### config.mk
export PLATFORM = sky130hd
export DESIGN_NAME = mono_rx_fifo_arbiter
export DESIGN_NICKNAME = d
export VERILOG_FILES = /design/src/rtl/mono_rx_pkg.sv /design/src/rtl/mono_rr_pick.sv /design/src/rtl/mono_rx_fifo_arbiter.sv
export SDC_FILE = /design/constraint.sdc
export NUM_CORES = 1
export LEC_CHECK = 0
export ABC_AREA = 1
export CAP_MARGIN = 20
export CELL_PAD_IN_SITES_DETAIL_PLACEMENT = 2
export CELL_PAD_IN_SITES_GLOBAL_PLACEMENT = 2
export CORE_UTILIZATION = 17
export CTS_BUF_LIST = sky130_fd_sc_hd__clkbuf_4
export CTS_CLUSTER_SIZE = 40
export DETAILED_ROUTE_END_ITERATION = 7
export PLACE_DENSITY_LB_ADDON = 0.1
export SLEW_MARGIN = 30
export SYNTH_ARGS = -nofsm -noshare
export SYNTH_HDL_FRONTEND = slang
export SYNTH_SLANG_ARGS = --single-unit
export TNS_END_PERCENT = 20
### constraint.sdc
create_clock -name BUS_CLK -period 3.3 [get_ports BUS_CLK]
set_input_delay 0.495 -clock BUS_CLK [delete_from_list [all_inputs] [get_ports BUS_CLK]]
set_output_delay 0.495 -clock BUS_CLK [all_outputs]
set_load 0.01 [all_outputs]
### src/rtl/mono_rx_pkg.sv
// Shared types and helpers for the mono_data_rx readout mergers.
package mono_rx_pkg;

  localparam int unsigned MONO_WORD_W = 32;
  localparam int unsigned MONO_TAG_W  = 4;

  typedef enum logic {
    IDLE  = 1'b0,
    BURST = 1'b1
  } arb_state_e;

  // Width of a channel index; never narrower than one bit.
  function automatic int unsigned idx_width(input int unsigned n);
    return (n > 2) ? $clog2(n) : 1;
  endfunction

endpackage

### src/rtl/mono_rr_pick.sv
// Combinational rotating-priority encoder: first set req bit at or after rr_ptr.
module mono_rr_pick
  import mono_rx_pkg::*;
#(
  parameter int unsigned N_CH  = 4,
  localparam int unsigned IDX_W = idx_width(N_CH)
) (
  input  logic [N_CH-1:0]  req,
  input  logic [IDX_W-1:0] rr_ptr,
  output logic [IDX_W-1:0] idx,
  output logic             valid
);

  logic [2*N_CH-1:0] req_dbl;
  logic [N_CH-1:0]   req_rot;
  logic [IDX_W:0]    sum;

  assign req_dbl = {req, req};
  assign req_rot = N_CH'(req_dbl >> rr_ptr);

  // Scan the rotated vector, then map the offset back to an absolute index.
  always_comb begin
    idx   = '0;
    valid = 1'b0;
    sum   = '0;
    for (int k = 0; k < int'(N_CH); k++) begin
      if (!valid && req_rot[k]) begin
        valid = 1'b1;
        sum   = {1'b0, rr_ptr} + (IDX_W+1)'(k);
        if (sum >= (IDX_W+1)'(N_CH)) begin
          sum = sum - (IDX_W+1)'(N_CH);
        end
        idx = IDX_W'(sum);
      end
    end
  end

endmodule

### src/rtl/mono_rx_fifo_arbiter.sv
// Round-robin burst arbiter merging N_CH rx channel FIFOs into one FWFT stream.
// Optional MONO_ARB_TAG_EN replaces OUT_DATA[31:28] with the granted channel index.
module mono_rx_fifo_arbiter
  import mono_rx_pkg::*;
#(
  parameter int unsigned N_CH      = 4,
  parameter int unsigned BURST_MAX = 16,
  localparam int unsigned IDX_W    = idx_width(N_CH)
) (
  input  logic                        BUS_CLK,
  input  logic                        RST,
  input  logic [N_CH-1:0]             EN_MASK,
  input  logic [N_CH-1:0]             CH_EMPTY,
  input  logic [MONO_WORD_W*N_CH-1:0] CH_DATA,
  output logic [N_CH-1:0]             CH_READ,
  input  logic                        OUT_READ,
  output logic                        OUT_EMPTY,
  output logic [MONO_WORD_W-1:0]      OUT_DATA,
  output logic [IDX_W-1:0]            GRANT,
  output logic                        BUSY,
  output logic [15:0]                 BURST_DONE_CNT
);

  localparam int unsigned CNT_W = $clog2(BURST_MAX + 1);

`ifdef MONO_ARB_TAG_EN
  if (N_CH > 16) begin : g_tag_range
    $error("mono_rx_fifo_arbiter: MONO_ARB_TAG_EN supports at most 16 channels");
  end
`endif

  arb_state_e       state_q, state_d;
  logic [IDX_W-1:0] grant_q, grant_d;
  logic [IDX_W-1:0] rr_ptr_q, rr_ptr_d;
  logic [CNT_W-1:0] burst_cnt_q, burst_cnt_d;
  logic [15:0]      done_cnt_q, done_cnt_d;

  logic [N_CH-1:0]        req_c;
  logic [IDX_W-1:0]       pick_idx_c;
  logic                   pick_valid_c;
  logic                   sel_empty_c;
  logic                   sel_en_c;
  logic [MONO_WORD_W-1:0] sel_word_c;
  logic [MONO_WORD_W-1:0] out_word_c;
  logic                   out_empty_c;
  logic                   pop_c;
  logic [IDX_W-1:0]       rr_next_c;

  assign req_c = ~CH_EMPTY & EN_MASK;

  mono_rr_pick #(
    .N_CH (N_CH)
  ) u_pick (
    .req    (req_c),
    .rr_ptr (rr_ptr_q),
    .idx    (pick_idx_c),
    .valid  (pick_valid_c)
  );

  // Pass-through mux for the granted channel.
  always_comb begin
    sel_empty_c = 1'b1;
    sel_en_c    = 1'b0;
    sel_word_c  = '0;
    for (int i = 0; i < int'(N_CH); i++) begin
      if (grant_q == IDX_W'(i)) begin
        sel_empty_c = CH_EMPTY[i];
        sel_en_c    = EN_MASK[i];
        sel_word_c  = CH_DATA[i*MONO_WORD_W +: MONO_WORD_W];
      end
    end
  end

  always_comb begin
    out_word_c = sel_word_c;
`ifdef MONO_ARB_TAG_EN
    out_word_c[MONO_WORD_W-1 -: MONO_TAG_W] = MONO_TAG_W'(grant_q);
`endif
  end

  // A reset cycle never pops, even if the burst is still nominally active.
  assign out_empty_c = RST | (state_q != BURST) | sel_empty_c | ~sel_en_c;
  assign pop_c       = OUT_READ & ~out_empty_c;
  assign rr_next_c   = (grant_q == IDX_W'(N_CH - 1)) ? '0 : grant_q + IDX_W'(1);

  always_comb begin
    CH_READ = '0;
    for (int i = 0; i < int'(N_CH); i++) begin
      CH_READ[i] = pop_c & (grant_q == IDX_W'(i));
    end
  end

  always_comb begin
    state_d     = state_q;
    grant_d     = grant_q;
    rr_ptr_d    = rr_ptr_q;
    burst_cnt_d = burst_cnt_q;
    done_cnt_d  = done_cnt_q;
    case (state_q)
      IDLE: begin
        if (pick_valid_c) begin
          grant_d     = pick_idx_c;
          burst_cnt_d = '0;
          state_d     = BURST;
        end
      end
      BURST: begin
        if (pop_c) begin
          burst_cnt_d = burst_cnt_q + CNT_W'(1);
        end
        if ((pop_c && (burst_cnt_q == CNT_W'(BURST_MAX - 1))) || out_empty_c) begin
          state_d  = IDLE;
          rr_ptr_d = rr_next_c;
          if (done_cnt_q != 16'hFFFF) begin
            done_cnt_d = done_cnt_q + 16'd1;
          end
        end
      end
      default: state_d = IDLE;
    endcase
  end

  always_ff @(posedge BUS_CLK) begin
    if (RST) begin
      state_q     <= IDLE;
      grant_q     <= '0;
      rr_ptr_q    <= '0;
      burst_cnt_q <= '0;
      done_cnt_q  <= '0;
    end else begin
      state_q     <= state_d;
      grant_q     <= grant_d;
      rr_ptr_q    <= rr_ptr_d;
      burst_cnt_q <= burst_cnt_d;
      done_cnt_q  <= done_cnt_d;
    end
  end

  assign OUT_EMPTY      = out_empty_c;
  assign OUT_DATA       = out_word_c;
  assign GRANT          = grant_q;
  assign BUSY           = (state_q == BURST) & ~RST;
  assign BURST_DONE_CNT = done_cnt_q;

endmodule
# Word level (Yosys, flattened, before mapping)
# Cells that the tools add are included.
# Widths: inputs -> output; s select.
# classes
n_addsub	10
n_lt_le_gt_ge	4
eq_ne	7
n_shift	1
muxes	31
bitwise_logic	15
n_reduce_logical	13
# ops
op	n
$mux 32	4
$mux 2	9
$add 16x1->16 const B	1
$ne 16x16->1 const B	1
$mux 1	14
$mux 5	2
$pmux 5 s2	1
$ge 3x3->1 const B	3
$shr 8x2->4	1
$sub 2x1->2 const B	4
$add 2x2->3 const B	2
$and 1x1->1	6
$reduce_and 2->1	3
$add 5x1->5 const B	1
$eq 5x4->1 const B	1
$and 4x4->4	1
$eq 2x2->1 const B	2
$logic_and 1x1->1	4
$not 1->1	4
$not 4->4	1
$add 2x1->3 const B	1
$ge 2x3->1 const B	1
$logic_not 1->1	3
$or 1x1->1	3
8 further kinds	8
# word_totals
reg_bits	26
output_inout_bits	56
word_cells	86

# Depth between registers and ports, before layout
# depth
word_depth	15
ltp_mapped	15

# Hierarchy
# Synthesis repeated with hierarchy kept, for this count alone.
# unflattened
hier_cells	457
area_unflattened_um2	2901.5
# by_module_without_submodules
module	instances	cells_per_inst	area_each_um2
mono_rx_fifo_arbiter	1	404	2571.2
mono_rr_pick	1	53	330.3

# Worst setup path after synthesis
# No wires, ideal clock.
# synth_timing
path_kind	reg2out
startpoint	reg grant_q[1] (netlist: GRANT[1])
endpoint	out OUT_DATA[10]
arrival_ns	1.744
required_ns	2.805
setup_slack_ns	1.061
path_stages_with_launch	10
n_path_buf	2
path_cell_list	dfxtp_1 -> inv_1 -> ha_1 -> buf_2 -> inv_2 -> nand2_1 -> inv_1 -> clkbuf_1 -> a221oi_1 -> o31ai_1
# synth_between
elab_chain_cells	5
word_cells_on_any_way	8
# synth_lines
element	line_no	text
start: declaration	mono_rx_fifo_arbiter.sv:33	logic [IDX_W-1:0] grant_q, grant_d;
start signal: assignment	mono_rx_fifo_arbiter.sv:132	grant_q <= grant_d;
$logic_not 2->1	mono_rx_fifo_arbiter.sv:66	if (grant_q == IDX_W'(i)) begin
$mux 32 (3 in a row)	mono_rx_fifo_arbiter.sv:66	
$mux 32 *	mono_rx_fifo_arbiter.sv:66	
end: declaration	mono_rx_fifo_arbiter.sv:18	output logic [MONO_WORD_W-1:0] OUT_DATA,
# Every way passes the cells marked *; elsewhere a longest branch is shown, timed or not.

# Worst setup path after layout
# layout_timing
startpoint	reg grant_q[1] (netlist: GRANT[1])
endpoint	out OUT_DATA[27]
# Same word-level chain as after synthesis.

==> results.py <==
metrics = {
    "global_routing": {
        "grt_use_met1": 0.235,
        "gr-total-overflow": 0,
        "track_usage": 0.185,
        "antenna_found_initial": 3,
        "grt_util_met2": 0.332,
        "grt_pass1_vias": 3849,
        "grt_pass1_wl_mm": 22.9,
        "grt_max_degree": 41,
        "met3_usage": 0.0314,
        "grt.busiest_layer": "met2",
    },
    "power_and_ir_drop": {
        "p_total_mw": 2.95,
        "vdd_ir_drop_max_v": 0.000204,
        "leakagePower_nw": 1.71,
        "p_per_area_mw_per_mm2": 616,
        "power.internal_mw": 1.56,
        "sw_frac_of_total": 0.472,
        "power_frac_seq": 0.138,
        "switching_power_mw": 1.39,
        "p_clk_frac": 0.050,
        "p_comb_frac": 0.812,
    },
    "finish": {
        "final_core_util": 0.325,
        "fill_cells": 1742,
        "layout-drive-gt1-share": 0.0694,
        "nNetsFinal": 738,
        "syn2layout_area_growth_pct": 83.3,
    },
    "setup_path": {
        "path_class": "flip-flop to output pin",
        "end_kind": "output pin",
        "cp_max_fo": 19,
        "cp_data_required_time_ns": 2.80,
        "cp-startpoint": "GRANT[1]",
        "r2r-start": "GRANT[1]",
        "cp.arrival_ns": 2.61,
        "start_kind": "flip-flop",
    },
    "floorplan": {
        "coreArea_mm2": 0.0148,
        "ios": 195,
        "start_util": 0.177,
        "die_height_um": 126,
        "rows": 44,
        "fp.dieArea_mm2": 0.0159,
        "die_x_um": 126,
    },
    "flow_run": {
        "drv_cap": 0,
    },
    "outcome": {
        "outcome": "completed",
    },
    "logic_synthesis": {
        "netlist_top_cells_area": "dfxtp_1, nand2_1, a221oi_1",
        "synth_edf_count": 0,
        "yosys.area.top_type": "dfxtp_1",
        "ys_types": 31,
        "syn_area_per_cell_um2": 6.33,
        "syn_inst": 413,
        "synth_ff_type": "dfxtp_1",
        "synthesis.nets": 559,
        "ys_async_sr_fraction": 0,
        "seq_area_frac_synth": 0.199,
        "synth-seq-cells": 26,
        "yosysTopAreaCellShare": 0.199,
        "syn-cell-area_mm2": 0.00261,
        "yosys_warnings": 0,
    },
    "clocking": {
        "cts_htree_levels": 1,
        "cts.sinks": 26,
        "cts_tree": "yes",
        "clock_latency_ns": 0.33,
        "cts_inserted_buffers": 3,
        "clk_pin_slew_ns": 0.16,
        "cts_root_buf": "clkbuf_4",
        "clock_path_buffers": 2,
    },
    "min_path": {
        "min_path_type": "flip-flop to flip-flop",
        "worstHoldStart": "burst_cnt_q[0]",
    },
    "detailed_routing": {
        "drtAntennaViolNets": 0,
        "wl_per_cell_um": 19.4,
        "routed_wl_mm": 15.0,
        "viasPerCell": 4.70,
        "vias": 3651,
        "drc": 0,
        "first_iter_violations": 115,
        "dr.pass1.iters": 4,
    },
    "timing": {
        "clock_skew_ns": 0.00527,
        "timing.hold.ws_ns": 0.502,
        "maxSlewViolCount": 0,
        "grt_setup_unrepaired": "no",
        "layout_min_cycle_time_ns": 3.10,
        "fin_setup_tns_ns": 0,
        "fin_crit_sh": 0.939,
        "maxSlewHeadroom": 0.716,
        "setup_violations": 0,
        "max_freq_ghz": 0.323,
        "final_hold_viol_count": 0,
        "worstMarginPinSlew_ns": 0.427,
    },
    "placed_design": {
        "dpl.hpwl_mm": 12.0,
        "portBuffers": 194,
        "gp_congestion": 0.777,
    },
}
## worst paths after layout
| kind | end | slack [ns] | cells after the start |
|---|---|---|---|
| setup reg to reg | burst_cnt_q[4] | 1.07 | 11 |
| setup / recovery | OUT_DATA[27] | 0.20 | 9 |
| hold / removal | burst_cnt_q[0] | 0.50 | 1 |
| hold reg to reg | burst_cnt_q[0] | 0.50 | 1 |
## stage by stage
step	cell area (um2)	setup slack (ns)	cells
2_1_floorplan	2610	1.06	413
3_3_place_gp	4740	0.283	771
3_5_place_dp	4740	0.221	771
4_1_cts	4770	0.0194	775
5_1_grt	4790	0.0170	776
6_report	4790	0.200	777
## kinds of logic (layout without fill, tap and decap cells)
logic type                 Yosys count  in the layout  synth area share
AOI/OAI and AO/OA                   96             96             0.275
xor gates and xnor gates            15             15            0.0503
adders and majority gates            7              7            0.0335
buffers and inverters               60            238            0.0938
DFF                                 26             26             0.199
other                                0              2                 0
and+or+nand+nor                    209            209             0.348
## synthesized netlist by cell type, types with 2 or more instances
master	count
nor2_1	51
inv_2	4
xor2_1	8
clkbuf_1	20
nand3_1	44
a21oi_1	15
nand2_2	4
ha_1	7
nor2_2	2
inv_1	27
buf_1	2
a221oi_1	32
o31ai_1	32
o21ai_0	6
buf_2	4
xnor2_1	7
a21oi_2	10
buf_4	2
nor3_1	3
dfxtp_1	26
nand2_1	97
## placed cells by master, fill, tap and decap left out, types with 8 or more instances in the layout
cell type,count
clkdlybuf4s50_1,194
nor2_1,51
a21oi_2,10
dfxtp_1,26
nand2_1,97
o31ai_1,31
nand3_1,43
inv_1,27
xor2_1,8
a21oi_1,15
a221oi_1,32
## layer usage
metal  wire (um)  vias up
met3         866        4
met5           0        -
met4          92        0
li1            -     1796
met2        7290      117
met1        6800     1734
## sequential cells by signal (all words and copies together) (netlist names)
| name | flops |
|---|---|
| BURST_DONE_CNT | 16 |
| GRANT | 2 |
| burst_cnt_q | 5 |
| rr_ptr_q | 2 |
| state_q | 1 |
## repair_timing
action	in CTS	in global routing
setup endpoints to repair	4	5
buffers inserted	0	0
hold buffers	0	0
resized for setup	2	3
cloned	0	0
## layout make-up
type                    instances  area [um2]  area share
clock inverters                 1        3.75    0.000783
clock buffers                   3        22.5     0.00470
multi-input cells             327        1860       0.388
repair buffers                203        2030       0.424
inverters                      31         116      0.0243
diodes                          2        5.00     0.00104
well taps                     184         230      0.0480
flip-flops and latches         26         520       0.109
## power by group through the flow
stage / sequential, mW / combinational [mW] / clock (mW)
finish: 0.407 / 2.40 / 0.148
global placement: 0.411 / 2.40 / 0
CTS: 0.408 / 2.44 / 0.157
global route: 0.416 / 2.59 / 0.169
detailed placement: 0.414 / 2.43 / 0
floorplan: 0.390 / 1.18 / 0
## critical path: stages, from the launching register on
cell and delay (ns):
dfxtp_1 0.45, inv_1 0.09, ha_1 0.24, inv_2 0.10
nand2_1 0.08, inv_1 0.08, buf_4 0.25, a221oi_1 0.14
o31ai_1 0.24, clkdlybuf4s50_1 0.60
No activity file was read; power rests on OpenSTA's default activity.
